## src/rtl/pc_stack_bh.sv

```systemverilog
// pc_stack_bh: SAP-2/SAP-3 program counter with parallel load and a return-address stack.
// All state changes on the falling edge of CLK_BAR. CLR_BAR is an asynchronous active-low clear.
// Optional feature macro: PC_STACK_EN builds the return stack and enables CALL push / RET pop.
// Without it, CALL acts as LOAD, RET is ignored and the STK_* outputs are tied off.
module pc_stack_bh #(
    parameter int unsigned     WIDTH     = 8,
    parameter int unsigned     DEPTH     = 4,
    parameter logic [WIDTH-1:0] RESET_VAL = '0
) (
    input  logic             CLK_BAR,
    input  logic             CLR_BAR,
    input  logic             COUNT,
    input  logic             LOAD,
    input  logic             CALL,
    input  logic             RET,
    input  logic [WIDTH-1:0] D,
    output logic [WIDTH-1:0] Q,
    output logic             STK_EMPTY,
    output logic             STK_FULL,
    output logic             STK_OVF,
    output logic             STK_UNF
);

    logic [WIDTH-1:0] q_q, q_d;
    logic [WIDTH-1:0] q_inc;

    assign q_inc = q_q + WIDTH'(1);
    assign Q     = q_q;

`ifdef PC_STACK_EN
    localparam int unsigned SpW  = $clog2(DEPTH + 1);
    localparam int unsigned IdxW = (DEPTH > 1) ? $clog2(DEPTH) : 1;

    logic [SpW-1:0]   sp_q, sp_d;
    logic             ovf_q, ovf_d;
    logic             unf_q, unf_d;
    logic             push;
    logic             empty, full;
    logic [IdxW-1:0]  wr_idx, rd_idx;
    logic [WIDTH-1:0] stack_q [DEPTH];

    assign empty  = (sp_q == '0);
    assign full   = (sp_q == SpW'(DEPTH));
    assign wr_idx = IdxW'(sp_q);
    assign rd_idx = IdxW'(sp_q - SpW'(1));

    assign STK_EMPTY = empty;
    assign STK_FULL  = full;
    assign STK_OVF   = ovf_q;
    assign STK_UNF   = unf_q;

    // Next-state decode with priority RET > CALL > LOAD > COUNT.
    always_comb begin
        q_d   = q_q;
        sp_d  = sp_q;
        ovf_d = ovf_q;
        unf_d = unf_q;
        push  = 1'b0;
        if (RET) begin
            if (!empty) begin
                q_d  = stack_q[rd_idx];
                sp_d = sp_q - SpW'(1);
            end else begin
                unf_d = 1'b1;
            end
        end else if (CALL) begin
            if (!full) begin
                push = 1'b1;
                sp_d = sp_q + SpW'(1);
                q_d  = D;
            end else begin
                ovf_d = 1'b1;
            end
        end else if (LOAD) begin
            q_d = D;
        end else if (COUNT) begin
            q_d = q_inc;
        end
    end

    // Stack pointer and sticky error flags; cleared only by CLR_BAR.
    always_ff @(negedge CLK_BAR or negedge CLR_BAR) begin
        if (!CLR_BAR) begin
            sp_q  <= '0;
            ovf_q <= 1'b0;
            unf_q <= 1'b0;
        end else begin
            sp_q  <= sp_d;
            ovf_q <= ovf_d;
            unf_q <= unf_d;
        end
    end

    // Return-address storage; no reset needed, a push held over a clear is dropped.
    always_ff @(negedge CLK_BAR) begin
        if (push && CLR_BAR) begin
            stack_q[wr_idx] <= q_inc;
        end
    end
`else
    logic unused_ret;

    assign unused_ret = RET;

    assign STK_EMPTY = 1'b1;
    assign STK_FULL  = 1'b0;
    assign STK_OVF   = 1'b0;
    assign STK_UNF   = 1'b0;

    // Next-state decode without a stack: CALL is a plain jump, RET has no effect.
    always_comb begin
        q_d = q_q;
        if (CALL || LOAD) begin
            q_d = D;
        end else if (COUNT) begin
            q_d = q_inc;
        end
    end
`endif

    // Program counter register.
    always_ff @(negedge CLK_BAR or negedge CLR_BAR) begin
        if (!CLR_BAR) begin
            q_q <= RESET_VAL;
        end else begin
            q_q <= q_d;
        end
    end

endmodule

```

## config.mk

```make
export PLATFORM = sky130hd
export DESIGN_NAME = pc_stack_bh
export DESIGN_NICKNAME = d
export VERILOG_FILES = /design/src/rtl/pc_stack_bh.sv
export SDC_FILE = /design/constraint.sdc
export NUM_CORES = 1
export LEC_CHECK = 0
export CORE_AREA = 2 2 42 44
export CTS_CLUSTER_SIZE = 25
export DETAILED_ROUTE_END_ITERATION = 7
export DIE_AREA = 0 0 44 46
export GPL_TIMING_DRIVEN = 0
export PLACE_DENSITY = 0.67
export SETUP_SLACK_MARGIN = 0.05
export SYNTH_ARGS = -nofsm -noshare
export SYNTH_HDL_FRONTEND = slang
export SYNTH_SLANG_ARGS = --single-unit
```

## constraint.sdc

```tcl
create_clock -name CLK_BAR -period 1.24 [get_ports CLK_BAR]
set_input_delay 0.248 -clock CLK_BAR [delete_from_list [all_inputs] [get_ports CLK_BAR]]
set_output_delay 0.248 -clock CLK_BAR [all_outputs]
set_load 0.02 [all_outputs]
```

# Yosys cells after proc, flatten, opt, wreduce, memory -nomap -nowiden

Index checks and enable logic that the tools add are counted.

Add/subtract/negate cells: 1
Multiply operators: 0
Divide/modulo/power cells: 0
Order comparisons: 0
Eq/ne operators: 0
Shift-type cells: 0
Mux-type cells: 2
Bitwise gates (word level): 0
Reductions and logical operators: 2

Operator list:

| operator            | count |
|---|---|
| $mux 8              | 2 |
| $add 8x1->8 const B | 1 |
| $reduce_bool 2->1   | 1 |
| $logic_or 1x1->1    | 1 |

Register bits: 8
Bits in latches: 0
RAM bits: 0
Bits in read-only memories: 0
Input port bits: 14
Output and inout bits: 12
Word-level logic and storage cells: 6
Memories kept: 0

# Logic depth before layout (Yosys ltp)

Gate-level depths: netlist (run 1).

Word-level depth: 3
Gate-level depth with buffers: 4
Gate-level depth less buffers: 4

==> results of run 1 <==
==> worst paths after layout <==
check / start / endpoint / slack [ns] / cells past startpoint
max: Q[5]$_DFFE_NN0P_ / Q[5] / -0.48 / 1
min: Q[2]$_DFFE_NN0P_ / Q[2]$_DFFE_NN0P_ / 0.67 / 3
max reg2reg: Q[1]$_DFFE_NN0P_ / Q[4]$_DFFE_NN0P_ / -0.19 / 6
min reg2reg: Q[2]$_DFFE_NN0P_ / Q[2]$_DFFE_NN0P_ / 0.67 / 3
max in group asynchronous: CLR_BAR / Q[6]$_DFFE_NN0P_ / 0.16 / 1
min in group asynchronous: CLR_BAR / Q[1]$_DFFE_NN0P_ / 0.77 / 1
==> layout by cell type, fill, tap and decap left out, types with 3 or more instances in the layout <==
cell,Yosys,routed
nand2_1,9,4
nand2_4,0,3
o21ai_1,4,4
buf_6,0,12
clkbuf_4,0,3
conb_1,2,4
buf_4,5,20
xor2_1,3,3
clkdlybuf4s50_1,0,8
dfrtn_1,8,8
==> final cells by class <==
class                      count  area share [%]
buffer                         5            4.79
clock buffer                   3            2.39
multi-input combinational     40            30.6
sequential                     8            21.3
tap                           17            2.26
timing repair buffer          38            38.7
==> where the power goes <==
group          total [mW]  switching (mW)  internal, mW
clock network       0.216           0.105         0.112
logic               0.335           0.150         0.185
registers           0.307          0.0188         0.288
total               0.858           0.274         0.585
==> timing repair <==
item	4_1_cts	5_1_grt
hold buffers	0	0
pin swaps	7	6
resized for setup	71	16
endpoints found under the setup margin	16	16
buffers inserted	11	6
gates cloned	1	0
==> metal layers <==
metal | up-vias | track usage, % | share of wire [%]
li1 | 257 | - | -
met5 | - | 0 | 0
met2 | 16 | 25.0 | 55
met1 | 234 | 17.1 | 38
met3 | 5 | 3.97 | 4.6
met4 | 0 | 12.7 | 3.2
==> cell families after synthesis <==
family          share of synthesized area, %
flops                                   42.8
simple gates                            23.5
buf+inv                                 8.02
fa+ha+maj                               2.67
xor+xnor                                7.49
mux                                     2.14
compound gates                          11.8
other cells                             1.60
==> metrics by stage <==
| step | power [mW] | instances | utilization (%) | cell area (um^2) | TNS (ns) |
|---|---|---|---|---|---|
| 6_report | 0.858 | 111 | 58.3 | 941 | -5.07 |
| 5_1_grt | 0.901 | 111 | 58.3 | 941 | -5.43 |
| 4_1_cts | 0.811 | 105 | 51.8 | 836 | -5.00 |
| 3_5_place_dp | 0.535 | 90 | 43.2 | 697 | -13.82 |
| 3_3_place_gp | 0.530 | 90 | 43.2 | 697 | -13.42 |
| 2_1_floorplan | 0.425 | 53 | - | 475 | -3.43 |
==> results.yml, run 1 <==
outcome:
  status: "complete, but fails checks"
  violations: "setup timing"
die:
  pin_count: 26
  num_rows: 15
  die_x_um: 44
  coreArea_um2: 1610
  die_h_um: 46
  die_area_um2: 2020
  initial_core_util_pct: 29.0
clock_tree:
  clock-root-buffer: "clkbuf_4"
  cts_buffers: 3
  clk_latency_ns: 0.27
  cts_buffer_depth: 2
  htreeDepth: 1
  clk_pin_slew_worst_paths_ns: 0.04
  clock_sinks: 8
  cts_tree: "yes"
logic_synthesis:
  async_flop_share_pct: 100
  synth_top_area_share_pct: 42.8
  yosysMostFrequentCell: "nand2_1"
  synth_cell_types: 19
  synth_commonest_cells: "nand2_1, dfrtn_1, buf_4"
  synthesis.area_um2: 468
  synthFlopType: "dfrtn_1"
  yosysSeqAreaShare_pct: 42.8
  yosys_register_bits: 8
  syn_avg_cell_area_um2: 9.18
  yosys_warnings: 0
  synthTopCellsByArea: "dfrtn_1, buf_4, nand2_1, xor2_1, nand4_4"
  postSynthCellCount: 51
  synth_edf_count: 0
  synth_top_area_cell: "dfrtn_1"
job:
  maxCapViolations: 0
timing:
  rsz0062_at_grt: "true"
  hold_viol_final: 0
  final-setup-viol-count: 15
  fin_ws_ns: -0.478
  holdWs_ns: 0.673
  fin_skew_ns: 0.00115
  drv_slew: 0
routing:
  finalWirelength_um: 1460
  viasPerCell: 4.61
  drtIter0Drc: 7
  routedWlPerCell_um: 13.1
  vias: 512
  antenna_left: 0
  dr.pass1.iters: 4
  drc: 0
worst_setup_path:
  timing.critical_path.cells: "buf_6"
  crit_required_ns: 0.99
  critical_path.slowest_cell: "dfrtn_1"
  cp-start-kind: "register"
  crit_type: "reg2out"
  cpPeakStageDelay_ns: 0.44
  crit_buf_inv: 1
  crit_arrival_ns: 1.47
  cp_max_fo: 2
  endpoint_kind: "primary output"
  cp_top_family: "flip-flops"
finish:
  insertedDiodeCount: 0
  multi_input_comb_area_um2: 288
  syn2layout_area_growth_pct: 101
  nets: 111
  final_layout_size_suffix_gt1_share_pct: 51.1
  seqCellArea_um2: 200
  largest_register_ffs: 8
  fillCellCount: 145
pwr:
  p_leak_nw: 0.439
  power_density_nw_per_um2: 912
  vdd_drop_max_uv: 490
global_routing:
  grt_pass1_wl_um: 2130
  antenna_found_initial: 0
  overflow: 0
  grt_max_degree: 9
  grt_pass1_vias: 483
  grt.total_usage_pct: 15.5
place:
  pre_cts_ws_ns: -0.983
  gp_congestion: 0.659
  io_buffer_count: 20
min_path:
  hold_class: "reg2reg"
(Power assumes the default switching activity.)
==> inputs of run 2 (changes only) <==
==> config.mk (replaced) <==
export PLATFORM = sky130hd
export DESIGN_NAME = pc_stack_bh
export DESIGN_NICKNAME = d
export VERILOG_FILES = /design/src/rtl/pc_stack_bh.sv
export SDC_FILE = /design/constraint.sdc
export NUM_CORES = 1
export LEC_CHECK = 0
export CORE_AREA = 2 2 39 41
export CTS_CLUSTER_SIZE = 25
export DETAILED_ROUTE_END_ITERATION = 7
export DIE_AREA = 0 0 41 43
export DONT_BUFFER_PORTS = 1
export GPL_TIMING_DRIVEN = 0
export RECOVER_POWER = 100
export SYNTH_ARGS = -nofsm -noshare
export SYNTH_HDL_FRONTEND = slang
export SYNTH_SLANG_ARGS = --single-unit
==> run 2 against run 1 <==
Effect of this change:
- the flow still finishes with violations (setup timing)
- total power decreased by 24%
- register-to-register slack worse by 0.03 ns
- utilization shrank 18 points
- sequential power up 15%
- critical path depth shrank 1
- clock skew increased by 0.0049 ns
- clock power is 6% lower
- setup slack worse by 0.020 ns
- die area down 13%
- largest power group is now registers
==> results.yml, run 2 (synthesized netlist as in run 1, its figures left out) <==
outcome:
  status: "complete, but fails checks"
  violations: "setup timing"
job:
  maxCapViolations: 0
die:
  initial_core_util_pct: 33.8
  num_rows: 14
  die_h_um: 43
  die_x_um: 41
  coreArea_um2: 1380
  pin_count: 26
  die_area_um2: 1760
routing:
  vias: 368
  drc: 0
  antenna_left: 0
  finalWirelength_um: 1000
  drtIter0Drc: 0
  dr.pass1.iters: 1
  routedWlPerCell_um: 13.3
  viasPerCell: 4.91
global_routing:
  grt_max_degree: 9
  grt.total_usage_pct: 14.3
  antenna_found_initial: 0
  overflow: 0
  grt_pass1_wl_um: 1570
  grt_pass1_vias: 381
finish:
  insertedDiodeCount: 0
  finalNonFillerCells: 75
  syn2layout_area_growth_pct: 19.0
  largest_register_ffs: 8
  final_cell_mix: "dfrtn_1, nand2_1, buf_4"
  final_layout_size_suffix_gt1_share_pct: 23.7
  nets: 76
place:
  gp_congestion: 0.755
  pre_cts_ws_ns: -0.367
  dp_cells: 69
  io_buffer_count: 0
  hpwl_um: 737
clock_tree:
  clock_sinks: 8
  cts_buffer_depth: 2
  cts_buffers: 3
  clock-root-buffer: "clkbuf_4"
  htreeDepth: 1
  clk_latency_ns: 0.27
  cts_tree: "yes"
  clk_pin_slew_worst_paths_ns: 0.04
  hold_buffers: 0
pwr:
  vdd_drop_max_uv: 492
  power_density_nw_per_um2: 1180
  finalPower_mw: 0.654
  p_leak_nw: 0.244
worst_setup_path:
  crit_type: "reg2out"
  cp_max_fo: 4
  crit_arrival_ns: 1.49
  cp-start-kind: "register"
  crit_required_ns: 0.99
  endpoint_kind: "primary output"
timing:
  hold_viol_final: 0
  holdWs_ns: 0.181
  drv_slew: 0
  fin_skew_ns: 0.00609
  final-setup-viol-count: 16
  fin_ws_ns: -0.498
  finalSetupTns_ns: -4.42
  rsz0062_at_grt: "true"
min_path:
  hold_class: "in2async"
[run 2: what timing repair did]
action,in CTS,in global routing
setup endpoints to repair,16,16
buffers inserted,2,0
pin swaps,3,1
resized for setup,7,0
gates cloned,1,0
[run 2: final timing paths]
| check | depth (start not counted) | start | slack [ns] | end |
|---|---|---|---|---|
| min reg2reg | 2 | Q[7]$_DFFE_NN0P_ | 0.65 | Q[7]$_DFFE_NN0P_ |
| max reg2reg | 4 | Q[0]$_DFFE_NN0P_ | -0.22 | Q[6]$_DFFE_NN0P_ |
| min | 0 | CLR_BAR | 0.18 | Q[5]$_DFFE_NN0P_ |
| min in group CLK_BAR | 2 | D[4] | 0.62 | Q[4]$_DFFE_NN0P_ |
| max | 0 | Q[0]$_DFFE_NN0P_ | -0.50 | Q[0] |
| max in group asynchronous | 0 | CLR_BAR | 0.95 | Q[1]$_DFFE_NN0P_ |
[run 2: layer usage]
| metal | wire, um | vias to the layer above | track usage [%] |
|---|---|---|---|
| li1 | - | 187 | - |
| met1 | 407 | 163 | 15.4 |
| met2 | 485 | 14 | 20.3 |
| met3 | 61 | 4 | 4.71 |
| met4 | 46 | 0 | 14.0 |
| met5 | 0 | - | 0 |
[run 2: report_power, final]
part / switching (mW) / internal [mW] / leakage, nW
registers: 0.0651 / 0.287 / 0.0943
logic: 0.0497 / 0.0503 / 0.136
clock network: 0.0909 / 0.111 / 0.0138
[run 2: area by class of cell]
type	instances	area, um^2
fillers	146	827
plain buffers	5	41.3
well taps	16	20.0
clock buffers	3	22.5
multi-input cells	40	243
repair buffers	3	30.0
flip-flops and latches	8	200
[run 2: through the flow]
step                      utilization [%]  cell area (um^2)
after floorplan                         -               475
after global placement               35.8               495
after detailed placement             35.8               495
after CTS                            40.2               557
after global routing                 40.2               557
final                                40.2               557
==> inputs of run 3 (changes only) <==
--- a/config.mk
+++ b/config.mk
@@ -10,7 +10,6 @@
 export DETAILED_ROUTE_END_ITERATION = 7
 export DIE_AREA = 0 0 41 43
 export DONT_BUFFER_PORTS = 1
-export GPL_TIMING_DRIVEN = 0
 export RECOVER_POWER = 100
 export SYNTH_ARGS = -nofsm -noshare
 export SYNTH_HDL_FRONTEND = slang
==> run 3 against run 2 <==
Effect of this change:
- the flow still finishes with violations (setup timing)
- global-route usage decreased by 0.79 points
- first-iteration DRC count increased by 3
- non-clock buffer count increased by 5
- utilization increased by 3.7 points
- design area increased by 9.2%
- setup slack improved by 0.046 ns
- register-to-register slack improved by 0.08 ns
- sequential share of layout area decreased by 3.0 points
- largest cell class unchanged
- largest power group unchanged
- highest routed layer unchanged
==> results.yml, run 3 (synthesized netlist as in run 1, its figures left out) <==
finish:
  final_layout_size_suffix_gt1_share_pct: 32.8
  fillCellCount: 136
  final_cell_area_um2: 608
  final_cell_mix: "buf_4, dfrtn_1, nand2_1"
  final_core_util_pct: 43.9
  syn2layout_area_growth_pct: 29.9
  seqCellArea_um2: 200
  nets: 81
  multi_input_comb_area_um2: 248
  insertedDiodeCount: 0
  finalNonFillerCells: 80
  largest_register_ffs: 8
  final_common_cell: "buf_4"
routing:
  dr.pass1.iters: 4
  vias: 383
  drtIter0Drc: 3
  drc: 0
  finalWirelength_um: 990
  routedWlPerCell_um: 12.4
  viasPerCell: 4.79
  antenna_left: 0
min_path:
  hold_class: "in2async"
die:
  coreArea_um2: 1380
  die_area_um2: 1760
  die_x_um: 41
  die_h_um: 43
  initial_core_util_pct: 33.8
  pin_count: 26
  num_rows: 14
worst_setup_path:
  rrSetupSlack_ns: -0.14
  cp-start-kind: "register"
  crit_arrival_ns: 1.44
  crit_type: "reg2out"
  r2r-start: "Q[1]$_DFFE_NN0P_"
  crit_required_ns: 0.99
  cp.depth: 0
  timing.critical_path.from: "Q[5]$_DFFE_NN0P_"
  critPathCapture: "Q[5]"
  r2r_cells: 4
  timing.rr.end: "Q[7]$_DFFE_NN0P_"
  endpoint_kind: "primary output"
  cp_max_fo: 3
timing:
  fin_skew_ns: 0.00419
  fin_ws_ns: -0.452
  holdWs_ns: 0.178
  final-setup-viol-count: 14
  drv_slew: 0
  finalSetupTns_ns: -4.03
  hold_viol_final: 0
  rsz0062_at_grt: "true"
clock_tree:
  hold_buffers: 0
  clock-root-buffer: "clkbuf_4"
  htreeDepth: 1
  cts_tree: "yes"
  clk_pin_slew_worst_paths_ns: 0.04
  clk_latency_ns: 0.27
  cts_buffers: 3
  cts_buffer_depth: 2
  clock_sinks: 8
global_routing:
  grt_pass1_vias: 382
  grt.total_usage_pct: 13.5
  overflow: 0
  grt_max_degree: 9
  antenna_found_initial: 0
  grt_pass1_wl_um: 1600
pwr:
  power_density_nw_per_um2: 1150
  switching_power_mw: 0.216
  p_leak_nw: 0.268
  combPwrFrac_pct: 22.5
  seqPwrFrac_pct: 48.0
  vdd_drop_max_uv: 453
  power.share.clock_pct: 29.5
  swShare_pct: 31.0
  finalPower_mw: 0.698
  intPower_mw: 0.482
place:
  hpwl_um: 797
  dp_cells: 77
  dpl-instance-area_um2: 568
  gp_congestion: 0.726
  io_buffer_count: 0
  pre_cts_ws_ns: -0.366
outcome:
  status: "complete, but fails checks"
  violations: "setup timing"
job:
  maxCapViolations: 0
==> run 3: changes by cell type in the layout (fill, tap and decap cells not counted) <==
cell and change:
ha_2 +1, nand2_2 +1, o21ai_0 -2, o21ai_1 +2, buf_4 +5, nand2_1 -1, buf_6 -1, ha_1 -1
buf_12 +1
==> run 3: power by group through the flow <==
stage	sequential, mW	combinational [mW]	clock, mW
after floorplan	0.349	0.0760	0
after global placement	0.339	0.147	0
after detailed placement	0.340	0.150	0
after CTS	0.336	0.154	0.210
after global routing	0.339	0.176	0.223
final	0.335	0.157	0.206
==> run 3: how the worst min path moves through the flow <==
stage / start / slack [ns] / cells past startpoint / endpoint
floorplan: CLR_BAR / 0.46 / 0 / Q[0]$_DFFE_NN0P_
detailed placement: CLR_BAR / 0.46 / 0 / Q[4]$_DFFE_NN0P_
CTS: CLR_BAR / 0.18 / 0 / Q[2]$_DFFE_NN0P_
global placement: CLR_BAR / 0.46 / 0 / Q[5]$_DFFE_NN0P_
global route: CLR_BAR / 0.17 / 0 / Q[4]$_DFFE_NN0P_
finish: CLR_BAR / 0.18 / 0 / Q[4]$_DFFE_NN0P_
==> run 3: layout make-up <==
| type | count | share of cell area, % |
|---|---|---|
| clock buffers | 3 | 3.70 |
| flip-flops and latches | 8 | 32.9 |
| repair buffers | 13 | 19.3 |
| multi-input cells | 40 | 40.7 |
| well taps | 16 | 3.29 |
==> run 3: layer usage <==
layer	vias up	global-route usage [%]	wire [um]
met2	18	19.7	481
met3	5	3.14	71
li1	194	-	-
met1	166	16.7	407
met5	-	0	0
met4	0	9.33	29
==> run 3: what timing repair did <==
item / CTS / global route
setup endpoints to repair: 16 / 16
buffers inserted: 0 / 1
pin swaps: 0 / 2
resized for setup: 3 / 7
endpoints found under the hold margin: 0 / 0
==> run 3: worst register-to-register path: cells and delay by family, from the launching register on <==
| kind | cells | cell delay, ns |
|---|---|---|
| buffers and inverters | 1 | 0.18 |
| AND/OR/NAND/NOR | 3 | 0.68 |
| flip-flops | 1 | 0.55 |
